<file path="config.mk">
export PLATFORM = sky130hd
export DESIGN_NAME = cavlc_block_sequencer
export DESIGN_NICKNAME = d
export VERILOG_FILES = /design/src/rtl/cavlc_block_sequencer.sv
export SDC_FILE = /design/constraint.sdc
export NUM_CORES = 1
export LEC_CHECK = 0
export ABC_AREA = 1
export CAP_MARGIN = 20
export CORE_ASPECT_RATIO = 1.4
export CORE_MARGIN = 3
export CORE_UTILIZATION = 40
export DETAILED_ROUTE_END_ITERATION = 10
export PLACE_DENSITY_LB_ADDON = 0.2
export SLEW_MARGIN = 10
export SYNTH_ARGS = -nofsm -noshare
export SYNTH_HDL_FRONTEND = slang
export SYNTH_SLANG_ARGS = --single-unit
</file>
<file path="constraint.sdc">
create_clock -name Clk -period 2.33 [get_ports Clk]
set_input_delay 0.5825 -clock Clk [delete_from_list [all_inputs] [get_ports Clk]]
set_output_delay 0.5825 -clock Clk [all_outputs]
set_load 0.1 [all_outputs]
</file>
<file path="src/rtl/cavlc_block_sequencer.sv">
// cavlc_block_sequencer
//   Top-level sequencer for one CAVLC residual block. Steps through the
//   coeff_token -> level -> total_zeros -> run_before stage decoders, enabling
//   exactly one at a time. Latches the TotalCoeff/TrailingOnes/TotalZeros
//   results that the later stages consume. Muxes the active stage's shift
//   request onto the single shared bitstream barrel shifter.
//
// Ports
//   Clk, Reset                  clock; synchronous active-high reset
//   Start, Abort                block control from the slice/MB parser
//   MaxNumCoeff[4:0]            block size (4, 15 or 16), captured with Start
//   Ct*/Lv*/Tz*/Rb*             per-stage Done, results and shift requests
//   CtEnable..RbEnable          one-hot stage enables (state-decoded)
//   TotalCoeff, TrailingOnes,
//   TotalZeros                  latched stage results
//   NumShift, ShiftEn           shared barrel shifter request
//   Busy, BlockDone, Error      status (BlockDone is a 1-cycle pulse,
//                               Error stays high while parked in ERR)

module cavlc_block_sequencer #(
  parameter int WATCHDOG_CYCLES = 64,
  parameter int WD_W            = 7
) (
  input  logic       Clk,
  input  logic       Reset,
  input  logic       Start,
  input  logic       Abort,
  input  logic [4:0] MaxNumCoeff,
  input  logic       CtDone,
  input  logic [4:0] CtTotalCoeff,
  input  logic [1:0] CtTrailingOnes,
  input  logic [4:0] CtNumShift,
  input  logic       CtShiftEn,
  input  logic       LvDone,
  input  logic [4:0] LvNumShift,
  input  logic       LvShiftEn,
  input  logic       TzDone,
  input  logic [3:0] TzTotalZeros,
  input  logic [4:0] TzNumShift,
  input  logic       TzShiftEn,
  input  logic       RbDone,
  input  logic [4:0] RbNumShift,
  input  logic       RbShiftEn,
  output logic       CtEnable,
  output logic       LvEnable,
  output logic       TzEnable,
  output logic       RbEnable,
  output logic [4:0] TotalCoeff,
  output logic [1:0] TrailingOnes,
  output logic [3:0] TotalZeros,
  output logic [4:0] NumShift,
  output logic       ShiftEn,
  output logic       Busy,
  output logic       BlockDone,
  output logic       Error
);

  typedef enum logic [2:0] {
    ST_IDLE,
    ST_CT,
    ST_LV,
    ST_TZ,
    ST_RB,
    ST_DONE,
    ST_ERR
  } state_t;

  state_t          state_q, state_d;
  logic [4:0]      tc_q, tc_d;
  logic [1:0]      t1_q, t1_d;
  logic [3:0]      tz_q, tz_d;
  logic [4:0]      max_q, max_d;
  logic [WD_W-1:0] wd_q, wd_d;

  logic in_stage;
  logic wd_expired;

  assign in_stage   = (state_q == ST_CT) || (state_q == ST_LV) ||
                      (state_q == ST_TZ) || (state_q == ST_RB);
  assign wd_expired = (wd_q == WD_W'(WATCHDOG_CYCLES - 1));

  // Next-state and result-latch logic. A stage's Done always takes priority
  // over a watchdog expiry in the same cycle; Abort overrides everything but
  // leaves the latched results untouched.
  always_comb begin
    state_d = state_q;
    tc_d    = tc_q;
    t1_d    = t1_q;
    tz_d    = tz_q;
    max_d   = max_q;

    case (state_q)
      ST_IDLE, ST_ERR: begin
        if (Start) begin
          state_d = ST_CT;
          max_d   = MaxNumCoeff;
        end
      end
      ST_CT: begin
        if (CtDone) begin
          tc_d = CtTotalCoeff;
          t1_d = CtTrailingOnes;
          if (CtTotalCoeff == 5'd0)
            state_d = ST_DONE;
          else if (CtTotalCoeff > max_q)
            state_d = ST_ERR;
          else
            state_d = ST_LV;
        end else if (wd_expired) begin
          state_d = ST_ERR;
        end
      end
      ST_LV: begin
        if (LvDone)
          state_d = (tc_q == max_q) ? ST_DONE : ST_TZ;
        else if (wd_expired)
          state_d = ST_ERR;
      end
      ST_TZ: begin
        if (TzDone) begin
          tz_d = TzTotalZeros;
          // No zeros left to place, or a single coefficient: run_before is empty.
          if ((TzTotalZeros == 4'd0) || (tc_q == 5'd1))
            state_d = ST_DONE;
          else
            state_d = ST_RB;
        end else if (wd_expired) begin
          state_d = ST_ERR;
        end
      end
      ST_RB: begin
        if (RbDone)
          state_d = ST_DONE;
        else if (wd_expired)
          state_d = ST_ERR;
      end
      // DONE always lasts one cycle so every stage sees Enable low between
      // blocks and can clear its internal counters.
      ST_DONE: state_d = ST_IDLE;
      default: state_d = ST_IDLE;
    endcase

    if (Abort) begin
      state_d = ST_IDLE;
      tc_d    = tc_q;
      t1_d    = t1_q;
      tz_d    = tz_q;
      max_d   = max_q;
    end
  end

  // Watchdog restarts on every state change and only counts inside a stage.
  always_comb begin
    wd_d = '0;
    if ((state_d == state_q) && in_stage)
      wd_d = wd_q + WD_W'(1);
  end

  always_ff @(posedge Clk) begin
    if (Reset) begin
      state_q <= ST_IDLE;
      tc_q    <= '0;
      t1_q    <= '0;
      tz_q    <= '0;
      max_q   <= '0;
      wd_q    <= '0;
    end else begin
      state_q <= state_d;
      tc_q    <= tc_d;
      t1_q    <= t1_d;
      tz_q    <= tz_d;
      max_q   <= max_d;
      wd_q    <= wd_d;
    end
  end

  // Shared barrel shifter: only the active stage may drive it.
  always_comb begin
    NumShift = '0;
    ShiftEn  = 1'b0;
    case (state_q)
      ST_CT: begin
        NumShift = CtNumShift;
        ShiftEn  = CtShiftEn;
      end
      ST_LV: begin
        NumShift = LvNumShift;
        ShiftEn  = LvShiftEn;
      end
      ST_TZ: begin
        NumShift = TzNumShift;
        ShiftEn  = TzShiftEn;
      end
      ST_RB: begin
        NumShift = RbNumShift;
        ShiftEn  = RbShiftEn;
      end
      default: begin
        NumShift = '0;
        ShiftEn  = 1'b0;
      end
    endcase
  end

  assign CtEnable     = (state_q == ST_CT);
  assign LvEnable     = (state_q == ST_LV);
  assign TzEnable     = (state_q == ST_TZ);
  assign RbEnable     = (state_q == ST_RB);
  assign Busy         = in_stage || (state_q == ST_DONE);
  assign BlockDone    = (state_q == ST_DONE);
  assign Error        = (state_q == ST_ERR);
  assign TotalCoeff   = tc_q;
  assign TrailingOnes = t1_q;
  assign TotalZeros   = tz_q;

endmodule

</file>
==> results.md <==
* # setup viols final at 0
* Post-DP HPWL at 4.078 mm
* Final cell count without fillers at about 390
* VDD IR max at 0.3551 mV
* Die Width at 61.27 um
* ANT nets after route at 0
* Share of layout cells above drive strength 1 at a little over a quarter
* N_diodes at 0
* Number of synthesized register bits at 26
* GRT Total Usage at between 20 and 25%
* Clk_skew at between 0.9 and 1 ps
* Core area at roughly 4000 sq um
* CTS tree: built
* I/O pin total at ~70
* Core Util, Final at ~70%
* Yosys warnings at 0
* Worst slew pin tran at between 300 and 400 ps
* Root Driver: clkbuf_8
* Drt initial violations at between 70 and 80
* Placed cell areas at 2690 sq um
* Total power at about 1200 uW
* Wire length per cell at 13.13 um
* Rows at 27
* Worst Hold Class: reg2reg
* Synth Cell Area at about 1700 sq um
* Asr flop ratio synth at 0%
* Hold Vio Cnt, Final at 0
* Pre-antenna DRT Iters at 4
* Crit path capture type: output pin
* Status: completed
* First-pass GRT wire length at 8.273 mm
* Slowest cell on the critical path: dfxtp_2
* Antenna violations before repair at 0
* Dpl cells at between 300 and 400
* Clock-pin slew on the worst setup and hold paths at 90 ps
* Pwr dens at approximately 430 nW/um^2
* Max-cap violation count at 0
* Port bufs at 71
* Ys flop type: dfxtp_1
* Maximum fanout along the worst path at 7
* Clk_lat worst skew at 270 ps
* Final WS setup at about 110 ps
* Largest net degree at the start of global routing at 16
* Tcrit/Tclk final at 95.07%
* Most frequent cells after synthesis: 57 x nand2_1, 34 x nor2_1, 26 x dfxtp_1, 26 x inv_1, 17 x nand3_1
* Synth area leaders: dfxtp_1 30%, nand2_1 13%, nor2_1 7.5%, inv_1 5.7%, nand3_1 5.0%
* Clock Tree Buf Depth at 2
* Syn_nets at 310
* CP max stage delay at between 400 and 500 ps
* Number of global-route vias before repair at between 1500 and 2000
* Total global routing overflow at 0
* Slew HR at about three quarters
* EDFF count, synth at 0
* Netlist cell types at 29
* Via count at 1967
* Pre-CTS WS at -137.9 ps
* Post-synth top area cell: dfxtp_1
* Via density at between 5 and 6
* Final RePlAce weighted congestion at roughly 0.92
* Max Fclk at around 450 MHz
* Post-route DRC at 0
* Setup CP Type: reg2out
* Slew Viols, Final at 0
* Worst Setup Start Kind: flop
* Hold buffers post-CTS at 0
* P&R area growth vs syn at 63.86%
* Initial Util at 42.55%
* Avg Inst Size Synth at roughly 6.7 sq um
* Min Tclk post-route at 2215 ps
* Required @ worst endpoint at between 1500 and 2000 ps
* Crit path DAT at 1630 ps
* CTS Sinks at 26
* Worst-path cell chain: inv_4, nor3_2, buf_4, a22oi_1, a21oi_4, buf_12
* Yosys top cell area share at a little under a third
* Final WL at between 5 and 6 mm
* Gate Count Post-Synth at around 260
* DIE AREA at about 5100 sq um
* Most common cell in the netlist: nand2_1
* Sequential fraction of the synthesis area at between 30% and 40%
* Layout Nets at a little under 400
* H-tree depth at 1
* Design area at 2803 sq um
* P_leak at roughly 0.0012 uW
* Die Y at between 80 and 90 um
* Num CTS Buffers at 3
registers in the layout (all words and copies together), names as in the netlist:
register,cells
wd_q,7
TotalCoeff,5
max_q,5
TotalZeros,4
state_q,3
TrailingOnes,2
cells by family after synthesis:
logic type               after synthesis  synth area share (%)
adder cells (fa/ha/maj)                6                 4.389
AND/OR/NAND/NOR                      138                 38.26
AO/OA/AOI/OAI                         45                 15.14
XOR/XNOR                               5                 2.561
buffers and inverters                 36                 9.217
flip-flops                            26                 30.43
path summary, 6_finish.rpt:
kind                              start  slack, ps                  to  depth (start not counted)
hold reg to reg      wd_q[0]$_SDFF_PP0_        480  wd_q[0]$_SDFF_PP0_                          1
setup / recovery  state_q[0]$_SDFF_PP0_        110         NumShift[4]                          6
hold / removal       wd_q[0]$_SDFF_PP0_        480  wd_q[0]$_SDFF_PP0_                          1
setup reg to reg     wd_q[0]$_SDFF_PP0_        360  wd_q[0]$_SDFF_PP0_                         14
cells in the final DEF (no fill, tap or decap), drive strengths merged:
master / Yosys / routed
nand2: 62 / 62
clkdlybuf4s50: 0 / 47
nor2: 47 / 47
buf: 4 / 42
inv: 29 / 28
dfxtp: 26 / 26
nand3: 19 / 19
a21oi: 18 / 18
o21ai: 18 / 18
a22oi: 8 / 8
ha: 6 / 6
nor3: 5 / 5
nand4: 3 / 3
xor2: 3 / 3
clkbuf: 2 / 3
xnor2: 2 / 2
clkinvlp: 0 / 1
clkinv: 1 / 1
nand3b: 1 / 1
and2: 1 / 1
a21boi: 1 / 1
bufinv: 0 / 1
layout make-up:
cell class	count	area (sq um)
inverter	30	118.9
multi-input combinational	194	1086
sequential	26	524.3
clock buffer	3	41.29
clock inverter	1	30.03
timing repair buffer	89	948.4
fill	344	1217
tap	43	53.80
critical path, delay by kind of cell (launching register included):
family | cells | cell delay [ps]
compound gates | 2 | 300
buf+inv | 3 | 480
flops | 1 | 440
simple gates | 1 | 140
timing repair:
item	CTS	global route
gates resized for setup	0	5
endpoints found under the setup margin	0	13
buffers inserted	0	4
where the power goes:
group          switching [uW]  internal [uW]  leakage [uW]
combinational             199            166      0.000960
clock                     143            230     0.0000357
sequential               10.7            456      0.000212
total                     353            851       0.00121
metal layers:
metal,share of wire (%),global-route usage [%],wire (um),vias to the layer above
li1,-,-,-,1003
met1,38,22.86,1948,881
met5,0,0,0,-
met2,53,36.80,2680,70
met3,6.7,3.421,337,13
met4,2.0,7.298,100,0
metrics by stage:
| step | setup TNS, ps | hold WS (ps) |
|---|---|---|
| 2_1_floorplan | -1797 | 427.6 |
| 3_3_place_gp | -332.4 | 438.8 |
| 3_5_place_dp | -840.0 | 472.7 |
| 4_1_cts | 0 | 488.3 |
| 5_1_grt | -4.215 | 514.7 |
| 6_report | 0 | 480.7 |
No activity file was read; power rests on OpenSTA's default activity.
==> RTL change (same settings) <==
Add an input register stage for `LvDone`; this delays it by one clock. The other inputs are not delayed to match.
--- a/src/rtl/cavlc_block_sequencer.sv
+++ b/src/rtl/cavlc_block_sequencer.sv
@@ -65,6 +65,12 @@
     ST_ERR
   } state_t;
 
+  logic LvDone_q;
+
+  always_ff @(posedge Clk) begin
+    LvDone_q <= LvDone;
+  end
+
   state_t          state_q, state_d;
   logic [4:0]      tc_q, tc_d;
   logic [1:0]      t1_q, t1_d;
@@ -111,7 +117,7 @@
         end
       end
       ST_LV: begin
-        if (LvDone)
+        if (LvDone_q)
           state_d = (tc_q == max_q) ? ST_DONE : ST_TZ;
         else if (wd_expired)
           state_d = ST_ERR;
Check against the original RTL: not equivalent (a bounded check fails within 4 cycles, from zero or initial values and one cycle with Reset high).
==> RTL change against the original RTL <==
Non-clock buffer count shrank 6. Global-route usage shrank 2.1 points. Sequential power increased by 4%. Synthesized area up 0.80%. Sequential cell count increased by 1. Wire length decreased by 7.2%. Setup slack improved by 0.022 ns. Total power fell by 10%. Design area is 2.3% lower. Largest power group unchanged.
==> RTL change: results (changes against the original RTL) <==
* R2r startpoint: wd_q[0]$_SDFF_PP0_
* Vias in the first global route at 1839 (-4.2%)
* Combinational gate power at 0.341 mW (-6.6%)
* R2r setup slk at 0.42 ns (+0.06 ns)
* Gp weighted congestion at 0.931 (+1.1%)
* Reg2Reg Capture Point: wd_q[0]$_SDFF_PP0_
* Most common flop cell mapped by yosys: dfxtp_1
* CP Launch Point: state_q[1]$_SDFF_PP0_
* Met3 WL post-DR at 409 um (+21%)
* Relative slew slack at 69.6% (-7.0 points)
* Wire per inst at 12.2 um (-6.7%)
* Max reg flops at 7 (unchanged)
* Clock skew at 0.00555 ns (+0.00463 ns)
* Yosys cell types at 28 (-3.4%)
* Clk_lat worst skew at 0.27 ns (about the same)
* Port Buffers at 71 (unchanged)
* Hold Path End: wd_q[0]$_SDFF_PP0_
* DR vias/cell at 5.00 (-1.9%)
* Status: complete, no violations
* NetSw at 0.330 mW (-6.5%)
* Leak pwr at 1.20 nW (-0.54%)
* Register area share after synthesis at 31.3% (+0.92 points)
* Post-Route M1 WL at 1.80 mm (-7.6%)
* Clk pwr share at 23.7% (-7.3 points)
* Post-Syn Nets at 314 (+1.3%)
* Post-DP Area at 2670 sq um (-0.60%)
* Fillers at 349 (+1.5%)
* Layout cell share with drive strength beyond 1 at 21.1% (-5.1 points)
* WP data arrival at 1.61 ns (-0.02 ns)
* Global-route wire length before repair at 7.61 mm (-8.0%)
* Drt initial violations at 43 (-44%)
* Total length of routed met2 wires at 2.42 mm (-9.9%)
* Overall Power at 1.08 mW (-10%)
* Fin nets at 396 (-0.50%)
* Total track usage at 18.4% (-2.1 points)
* Peak supply drop at 0.000316 V (-11%)
* Post-DP HPWL at 3.94 mm (-3.5%)
* CTS Buffer Depth at 2 (unchanged)
* Top cells by count, synth: 62 x nand2_1, 39 x nor2_1, 29 x inv_1, 27 x dfxtp_1
* Largest net degree at the start of global routing at 18 (+2)
* End of the critical path: NumShift[0]
* CP max FO at 8 (+1)
* Cells taking the most area after synthesis: dfxtp_1 31%, nand2_1 13%, nor2_1 8.5%, inv_1 6.3%, nand3_1 5.5%
[RTL change: stage by stage]
stage / hold slack [ns] / std cells / utilization (%) / setup WS (ns)
after CTS: 0.463 / 384 / 67.2 / 0.0385
final: 0.461 / 384 / 67.5 / 0.137
after floorplan: 0.428 / 260 / - / -0.563
after global routing: 0.492 / 384 / 67.5 / 0.0412
after global placement: 0.436 / 380 / 66.0 / -0.0651
after detailed placement: 0.449 / 380 / 66.0 / -0.103
[RTL change: final cells by class]
cell class | instances | area (sq um) | share of cell area, %
inverter | 31 | 118 | 4.30
sequential | 27 | 544 | 19.9
tap | 43 | 53.8 | 1.97
multi-input combinational | 196 | 1070 | 39.1
clock buffer | 4 | 45.0 | 1.65
timing repair buffer | 83 | 906 | 33.1
[RTL change: cell families (layout without fill, tap and decap cells)]
logic type      count (synthesis)  in the layout  synth area share (%)
flops                          27             27                  31.3
buf+inv                        37            118                  10.5
xor+xnor                        5              5                  2.54
compound gates                 40             40                  12.5
fa+ha+maj                       6              6                  4.35
simple gates                  145            145                  38.8
[RTL change: repair_timing]
| item | CTS | global route |
|---|---|---|
| setup endpoints to repair | 6 | 13 |
| pin swaps | 0 | 1 |
| cloned | 0 | 0 |
| resized for setup | 3 | 6 |
| setup buffers | 0 | 0 |
[RTL change: routing by layer]
metal	GRT usage (%)	vias up
li1	-	991
met3	3.72	8
met1	19.7	857
met2	34.1	64
met5	0	-
met4	5.41	0
[RTL change: worst max-delay path: stages (launching register included)]
cell     delay, ns
dfxtp_2       0.38
inv_2         0.09
nand2_2       0.12
nor2_4        0.06
buf_4         0.17
a22oi_1       0.23
nand3_4       0.11
buf_12        0.18
